[config.mk]
export PLATFORM = sky130hd
export DESIGN_NAME = alu_seq_unit
export DESIGN_NICKNAME = d
export VERILOG_FILES = /design/src/rtl/alu_seq_unit.sv
export SDC_FILE = /design/constraint.sdc
export NUM_CORES = 1
export LEC_CHECK = 0
export ABC_AREA = 1
export BUFFER_PORTS_ARGS = -buffer_cell sky130_fd_sc_hd__buf_4
export CAP_MARGIN = 30
export CORE_ASPECT_RATIO = 2
export CORE_MARGIN = 2
export CORE_UTILIZATION = 40
export DETAILED_ROUTE_END_ITERATION = 6
export SYNTH_ARGS = -nofsm -noshare
export SYNTH_HDL_FRONTEND = slang
export SYNTH_SLANG_ARGS = --single-unit
[constraint.sdc]
create_clock -name clk_i -period 4.49 [get_ports clk_i]
set_clock_uncertainty 0.15 [all_clocks]
set_input_delay 0.2245 -clock clk_i [delete_from_list [all_inputs] [get_ports clk_i]]
set_output_delay 0.2245 -clock clk_i [all_outputs]
set_load 0.03 [all_outputs]
[src/rtl/alu_seq_unit.sv]
// Sequential ALU with a valid/ready handshake on both sides; shifts run one bit per cycle.
// Optional macro FAST_SHIFT_EN replaces the iterative shifter with a single-cycle barrel shifter.
module alu_seq_unit #(
  parameter int XLEN = 32
) (
  input  logic            clk_i,
  input  logic            rst_i,
  input  logic            valid_i,
  output logic            ready_o,
  input  logic [3:0]      alu_control_i,
  input  logic [XLEN-1:0] src_a_i,
  input  logic [XLEN-1:0] src_b_i,
  output logic            valid_o,
  input  logic            ready_i,
  output logic [XLEN-1:0] result_o,
  output logic            zero_o
);

  typedef enum logic [1:0] {
    S_IDLE  = 2'd0,
    S_SHIFT = 2'd1,
    S_HOLD  = 2'd2
  } state_e;

  localparam logic [3:0] OP_ADD  = 4'h0;
  localparam logic [3:0] OP_SUB  = 4'h1;
  localparam logic [3:0] OP_SLL  = 4'h2;
  localparam logic [3:0] OP_SLT  = 4'h3;
  localparam logic [3:0] OP_SLTU = 4'h4;
  localparam logic [3:0] OP_SRL  = 4'h5;
  localparam logic [3:0] OP_SRA  = 4'h6;
  localparam logic [3:0] OP_OR   = 4'h7;
  localparam logic [3:0] OP_XOR  = 4'h8;
  localparam logic [3:0] OP_AND  = 4'h9;

  state_e          state_q, state_d;
  logic [XLEN-1:0] result_q, result_d;
  logic [XLEN-1:0] shreg_q, shreg_d;
  logic [4:0]      cnt_q, cnt_d;
  logic [3:0]      op_q, op_d;
  logic [XLEN-1:0] shifted_s;
  logic            accept_s;

  function automatic logic is_shift(input logic [3:0] op);
    return (op == OP_SLL) || (op == OP_SRL) || (op == OP_SRA);
  endfunction

  // Single-bit step of the iterative shifter; SRA replicates the sign bit.
  function automatic logic [XLEN-1:0] shift_one(input logic [3:0] op, input logic [XLEN-1:0] v);
    case (op)
      OP_SLL:  return {v[XLEN-2:0], 1'b0};
      OP_SRA:  return {v[XLEN-1], v[XLEN-1:1]};
      default: return {1'b0, v[XLEN-1:1]};
    endcase
  endfunction

  function automatic logic [XLEN-1:0] alu_calc(input logic [3:0] op, input logic [XLEN-1:0] a,
                                               input logic [XLEN-1:0] b);
`ifdef FAST_SHIFT_EN
    logic [4:0] shamt;
    shamt = b[4:0];
`endif
    case (op)
      OP_ADD:  return a + b;
      OP_SUB:  return a - b;
      OP_SLT:  return {{(XLEN-1){1'b0}}, ($signed(a) < $signed(b))};
      OP_SLTU: return {{(XLEN-1){1'b0}}, (a < b)};
      OP_OR:   return a | b;
      OP_XOR:  return a ^ b;
      OP_AND:  return a & b;
`ifdef FAST_SHIFT_EN
      OP_SLL:  return a << shamt;
      OP_SRL:  return a >> shamt;
      OP_SRA:  return $signed(a) >>> shamt;
`else
      // Only reached with a zero shift amount; longer shifts go through SHIFT.
      OP_SLL, OP_SRL, OP_SRA: return a;
`endif
      default: return {XLEN{1'b0}};
    endcase
  endfunction

  always_comb begin
    state_d   = state_q;
    result_d  = result_q;
    shreg_d   = shreg_q;
    cnt_d     = cnt_q;
    op_d      = op_q;
    ready_o   = 1'b0;
    valid_o   = 1'b0;
    shifted_s = shift_one(op_q, shreg_q);
    case (state_q)
      S_IDLE: begin
        ready_o = 1'b1;
      end
      S_HOLD: begin
        ready_o = ready_i;
        valid_o = 1'b1;
        if (ready_i && !valid_i) begin
          state_d = S_IDLE;
        end else begin
          state_d = S_HOLD;
        end
      end
      S_SHIFT: begin
        shreg_d = shifted_s;
        cnt_d   = cnt_q - 5'd1;
        if (cnt_q == 5'd1) begin
          result_d = shifted_s;
          state_d  = S_HOLD;
        end else begin
          state_d = S_SHIFT;
        end
      end
      default: begin
        state_d = S_IDLE;
      end
    endcase
    accept_s = valid_i && ready_o;
    // A new request overrides the HOLD->IDLE decision, giving back-to-back issue.
    if (accept_s) begin
`ifdef FAST_SHIFT_EN
      result_d = alu_calc(alu_control_i, src_a_i, src_b_i);
      state_d  = S_HOLD;
`else
      if (is_shift(alu_control_i) && (src_b_i[4:0] != 5'd0)) begin
        shreg_d = src_a_i;
        cnt_d   = src_b_i[4:0];
        op_d    = alu_control_i;
        state_d = S_SHIFT;
      end else begin
        result_d = alu_calc(alu_control_i, src_a_i, src_b_i);
        state_d  = S_HOLD;
      end
`endif
    end else begin
      op_d = op_q;
    end
  end

  always_ff @(posedge clk_i or posedge rst_i) begin
    if (rst_i) begin
      state_q  <= S_IDLE;
      result_q <= {XLEN{1'b0}};
      shreg_q  <= {XLEN{1'b0}};
      cnt_q    <= 5'd0;
      op_q     <= 4'd0;
    end else begin
      state_q  <= state_d;
      result_q <= result_d;
      shreg_q  <= shreg_d;
      cnt_q    <= cnt_d;
      op_q     <= op_d;
    end
  end

  assign result_o = result_q;
  assign zero_o   = (result_q == {XLEN{1'b0}});

endmodule

==> out/qor.csv, run 1 <==
metric,value,unit
outcome,"complete, no violations",
critPathKind,flop to flop,
tightest_slew,0.981,ns
synth.top_cell.area_share,17.9,%
vdd_drop_max,0.197,mV
core-area,26100,um2
layout.nets,2035,
clkLatencyLatePin,0.33,ns
synth-seq-area-share,17.8,%
cts_tree,yes,
reg2reg_depth,10,
grt_max_degree,61,
rr_startpoint,state_q[0],
syn_to_final_growth,12.0,%
clock_sinks,75,
syn_area,10500,um2
io_buffers,106,
hold_class,primary input to flop,
die_w,119,um
clk_pin_slew,0.06,ns
synth-async-reset-ratio,100,%
cts.path.max_buffers,2,
viasPerCell,5.44,
whs_path_depth,3,
drt_pass1_iterations,7,
ys_ff_latch,75,
ios,107,
vias,12000,
cts_resized,0,
whs_endpoint,cnt_q[0],
synth_area_per_cell,5.86,um2
grt_antenna_before_repair,0,
worst-r2r-setup-slack,1.34,ns
synth.distinct_cells,51,
cp_cell_sequence,"inv_1, ha_1, nand2_1, nand2_1, nand2_1, nor2_4, inv_2, o21ai_1, a21oi_1, a21oi_1",
final.min_clock_period,3.15,ns
multi_input_area,7020,um2
rows,84,
path_common_cell,nand2_1,
max_slew_margin,34.6,%
dieArea,27700,um2
wl_per_cell,19.4,um
initial_core_util,40.4,%
first_iter_violations,919,
rsz0062_at_grt,no,
layout-drive-gt1-share,8.24,%
final_cell_count_no_fill,2201,
drt_wl_total,42.7,mm
cp_max_fo,60,
yosysTopAreaCell,nand2_1,
dp_hpwl,34.4,mm
hp-start,src_b_i[0],
fin_ws,1.34,ns
worst_setup_path_start_kind,flop,
pre_cts_ws,1.16,ns
cp.arrival,3.20,ns
gp_congestion,1.06,
slowest_delay,0.58,ns
setup_viol,0,
yosys-top-cells-area,"nand2_1, dfrtp_1, ha_1",
total_power,4.45,mW
dieHeight,234,um
postRouteAntennaNets,0,
cp.required,4.54,ns
cellLeakagePower,6.53,nW
slew_viol_final,0,
crit_path_start,state_q[0],
numCtsBuffers,9,
r2r-end,shreg_q[12],
drc_errors,0,
synth_edf_count,0,
grt_pass1_vias,11200,
htree_levels,3,
synth-main-ff-cell,dfrtp_1,
postSynthNetCount,1980,
finalHoldViolCount,0,
fin_crit_sh,70.2,%
drv_cap,0,
max_freq,0.317,GHz
endpoint_kind,flop,
stdcell_area,11800,um2
grt_pass1_wl,64.9,mm
postSynthCellCount,1798,
power_density,377,nW/um2
diodes,0,
grt-ovfl-total,0,
nFillCells,2981,
fin_setup_tns,0,ns
grt_usage,30.5,%
root_buffer,clkbuf_16,
yosysWarnings,0,
seqCellArea,1880,um2
critPathSlowestCell,nor2_4,
dpl_cell_area,11500,um2
placed_cells,2185,
power by group:
part           internal, mW  total [mW]  leakage, nW  switching [mW]
Sequential            0.988        1.23        0.925           0.245
Combinational         0.835        2.49         5.46            1.65
Clock                 0.457       0.727        0.146           0.270
metal layers:
metal | vias to the layer above | global-route usage [%] | share of wire (%)
li1 | 5849 | - | -
met3 | 131 | 2.27 | 6.1
met2 | 565 | 51.8 | 47
met1 | 5419 | 37.7 | 40
met5 | - | 0 | 0
met4 | 0 | 17.5 | 6.2
cells in the final DEF (no fill, tap or decap), types with 3 or more instances in the layout:
master	n
buf_4	115
or2_2	4
xor2_1	9
nand2_1	504
and2_1	5
o211ai_1	14
o21ai_1	20
a221oi_1	20
and3_1	3
o21ai_0	110
nand4_1	20
o22ai_1	47
nand3b_1	4
ha_1	107
xnor2_1	3
nor2_2	3
o21bai_1	7
nor3_1	17
dfrtp_1	75
clkbuf_16	9
nand3_1	126
nor4_1	8
o21a_1	13
inv_1	333
a21oi_1	100
inv_2	7
nor2_1	140
registers in the layout, indices dropped and copies added, names as in the netlist:
register / count
result_o: 32
op_q: 4
cnt_q: 5
shreg_q: 32
state_q: 2
metrics by stage:
step / utilization (%) / hold slack, ns
2_1_floorplan: - / 0.195
3_3_place_gp: 44.0 / 0.306
3_5_place_dp: 44.1 / -0.00602
4_1_cts: 45.3 / 0.00696
5_1_grt: 45.3 / 0.0565
6_report: 45.3 / 0.0115
area by class of cell:
class | instances | area share [%]
clock buffers | 13 | 2.20
clock inverters | 2 | 0.297
inverters | 342 | 10.9
multi-input cells | 1308 | 59.5
flip-flops and latches | 75 | 15.9
well taps | 344 | 3.65
repair buffers | 117 | 7.57
worst max-delay path, delay by kind of cell (launching register included):
family,cells,cell delay [ns]
buffers and inverters,2,0.66
AO/OA/AOI/OAI,3,0.70
adder cells (fa/ha/maj),1,0.20
AND/OR/NAND/NOR,4,0.90
flip-flops,1,0.38
worst max path at each step:
stage,to,slack [ns],cells after the start
after floorplan,cnt_q[0],2.21,1
after global placement,shreg_q[12],1.07,11
after detailed placement,shreg_q[12],1.16,11
after CTS,shreg_q[12],1.41,10
after global routing,shreg_q[12],1.23,10
final,shreg_q[12],1.34,10
cell usage after synthesis (5+ instances only):
cell,count
dfrtp_1,75
o22ai_1,47
a21oi_1,100
nor4_1,8
inv_1,334
nand2_1,504
nand3_1,126
a221oi_1,20
buf_2,41
inv_2,6
clkbuf_1,23
nor2_1,141
o21a_1,13
xor2_1,9
o21ai_1,20
nand4_1,20
o21ai_0,110
ha_1,108
o21bai_1,7
and2_1,5
o211ai_1,14
nor3_1,17
kinds of logic after synthesis:
| family | count (synthesis) | synth area share, % |
|---|---|---|
| flops | 75 | 17.8 |
| compound gates | 345 | 19.1 |
| xor+xnor | 12 | 0.997 |
| simple gates | 840 | 33.2 |
| buf+inv | 415 | 15.6 |
| mux | 1 | 0.107 |
| fa+ha+maj | 110 | 13.2 |
timing repair:
action	CTS	global route
setup buffers	0	0
endpoints found under the hold margin	42	0
hold buffers	1	0
Note: power is estimated with default switching activity, not from simulation.
==> run 2, diff against run 1 <==
==> constraint.sdc (replaced) <==
create_clock -name clk_i -period 2.9 [get_ports clk_i]
set_clock_uncertainty 0.15 [all_clocks]
set_input_delay 0.145 -clock clk_i [delete_from_list [all_inputs] [get_ports clk_i]]
set_output_delay 0.145 -clock clk_i [all_outputs]
set_load 0.03 [all_outputs]
==> out/qor.csv, run 2 (same netlist as run 1, synthesis figures left out) <==
metric,value,unit,change
outcome,"complete, no violations",,unchanged
grt_max_degree,61,,unchanged
tightest_slew,0.754,ns,was 0.981 ns
drc_errors,0,,unchanged
postRouteAntennaNets,0,,unchanged
dieArea,27700,um2,unchanged
finalHoldViolCount,0,,unchanged
htree_levels,3,,unchanged
pre_cts_ws,0.268,ns,was 1.16 ns
ios,107,,unchanged
cp.required,3.00,ns,was 4.54 ns
worst_setup_path_start_kind,primary input,,was flop
numCtsBuffers,9,,unchanged
final_cell_mix,"nand2_1, inv_1, buf_4",,"was nand2_1, inv_1, nor2_1"
rsz0062_at_grt,no,,unchanged
stdcell_area,12300,um2,was 11800 um2
clkLatencyLatePin,0.36,ns,was 0.33 ns
cts.path.max_buffers,2,,unchanged
setup_viol,0,,unchanged
diodes,0,,unchanged
dieHeight,234,um,unchanged
cp_cell_sequence,"dlygate4sd3_1, buf_4, inv_1, ha_1, nor2_1, nand2_1, inv_1, nand3_1, nand3_1, nand2_1, nand2_1, nand2_1, nand3_1, nand4_1, nand2_1, inv_1",,"was inv_1, ha_1, nand2_1, nand2_1, nand2_1, nor2_4, inv_2, o21ai_1, a21oi_1, a21oi_1"
critPathKind,primary input to flop,,was flop to flop
first_iter_violations,1091,,was 919
syn_to_final_growth,17.0,%,was 12.0%
crit_buf_inv,5,,was 2
io_buffers,106,,unchanged
fin_crit_sh,93.7,%,
max_slew_margin,49.7,%,was 34.6%
final_cell_count_no_fill,2254,,was 2201
drv_cap,0,,unchanged
vdd_drop_max,0.318,mV,was 0.197 mV
vias,12100,,was 12.0k
critPathSlowestCell,dlygate4sd3_1,,was nor2_4
die_w,119,um,unchanged
drt_pass1_iterations,5,,was 7
cts_tree,yes,,unchanged
hold_class,primary input to flop,,unchanged
layout.nets,2087,,was 2035
grt_pass1_vias,11400,,was 11.2k
core-area,26100,um2,unchanged
final.min_clock_period,2.72,ns,
power_density,570,nW/um2,was 377 nW/um2
grt_usage,30.6,%,was 30.5%
drt_wl_total,42.1,mm,was 42.7 mm
grt_antenna_before_repair,0,,unchanged
final_common_cell,nand2_1,,unchanged
placed_cells,2216,,was 2185
dpl_cell_area,11800,um2,was 11500 um2
dp_hpwl,34.4,mm,about the same
slew_viol_final,0,,unchanged
clk_pin_slew,0.06,ns,about the same
critical-path-top-delay-family,simple AND/OR/NAND/NOR gates,,unchanged
cp.arrival,2.82,ns,was 3.20 ns
initial_core_util,40.4,%,unchanged
gp_congestion,1.04,,was 1.06
final_core_utilization,47.3,%,was 45.3%
root_buffer,clkbuf_16,,unchanged
grt-ovfl-total,0,,unchanged
viasPerCell,5.37,,was 5.44
rows,84,,unchanged
cellLeakagePower,6.77,nW,was 6.53 nW
fin_setup_tns,0,ns,unchanged
wl_per_cell,18.7,um,was 19.4 um
clock_sinks,75,,unchanged
cp_max_fo,8,,was 60
fin_ws,0.182,ns,was 1.34 ns
slowest_delay,0.53,ns,was 0.58 ns
layout-drive-gt1-share,10.4,%,was 8.24%
grt_pass1_wl,65.1,mm,was 64.9 mm
endpoint_kind,flop,,unchanged
path_common_cell,nand2_1,,unchanged
max_freq,0.368,GHz,
run 2: layer usage:
metal,vias to the layer above,track usage (%),routed length [um]
li1,5966,-,-
met2,528,51.3,19700
met4,0,16.1,2210
met5,-,0,0
met1,5498,38.4,17400
met3,101,3.20,2740
run 2: worst paths after layout:
path / end / slack [ns] / start / depth (start not counted)
worst max-delay path: result_o[27] / 0.18 / src_a_i[6] / 16
worst max register to register: result_o[15] / 0.69 / state_q[0] / 11
worst min register to register: op_q[3] / 0.32 / op_q[3] / 2
worst min-delay path: shreg_q[7] / 0.01 / src_a_i[7] / 3
max in group asynchronous: result_o[22] / 1.71 / rst_i / 4
min in group asynchronous: state_q[0] / 0.20 / rst_i / 3
run 2: stage by stage:
stage | hold slack, ns | power (mW)
2_1_floorplan | 0.116 | 4.42
3_3_place_gp | 0.0459 | 5.86
3_5_place_dp | 0.0516 | 5.85
4_1_cts | 0.00356 | 6.99
5_1_grt | 0.0314 | 7.56
6_report | 0.0113 | 7.02
run 2: worst min-delay path, stage by stage:
cell     delay, ns
buf_4         0.10
inv_1         0.10
a21oi_1       0.13
run 2: area by class of cell:
cell class	count	area [um2]
Clock buffer	10	239
Clock inverter	6	48.8
Fill cell	2915	13700
Inverter	342	1290
Multi-Input combinational cell	1308	7060
Sequential cell	75	1880
Tap cell	344	430
Timing Repair Buffer	169	1390
run 2: what timing repair did:
item	in CTS	in global routing
hold buffers	22	0
gates resized for setup	0	13
endpoints found under the hold margin	39	0
endpoints found under the setup margin	0	12
setup buffers	0	0
run 2: power breakdown:
part / leakage (nW) / internal, mW / switching, mW / total, mW
combinational: 5.71 / 1.41 / 2.59 / 3.99
sequential: 0.925 / 1.53 / 0.393 / 1.92
clock: 0.131 / 0.609 / 0.503 / 1.11
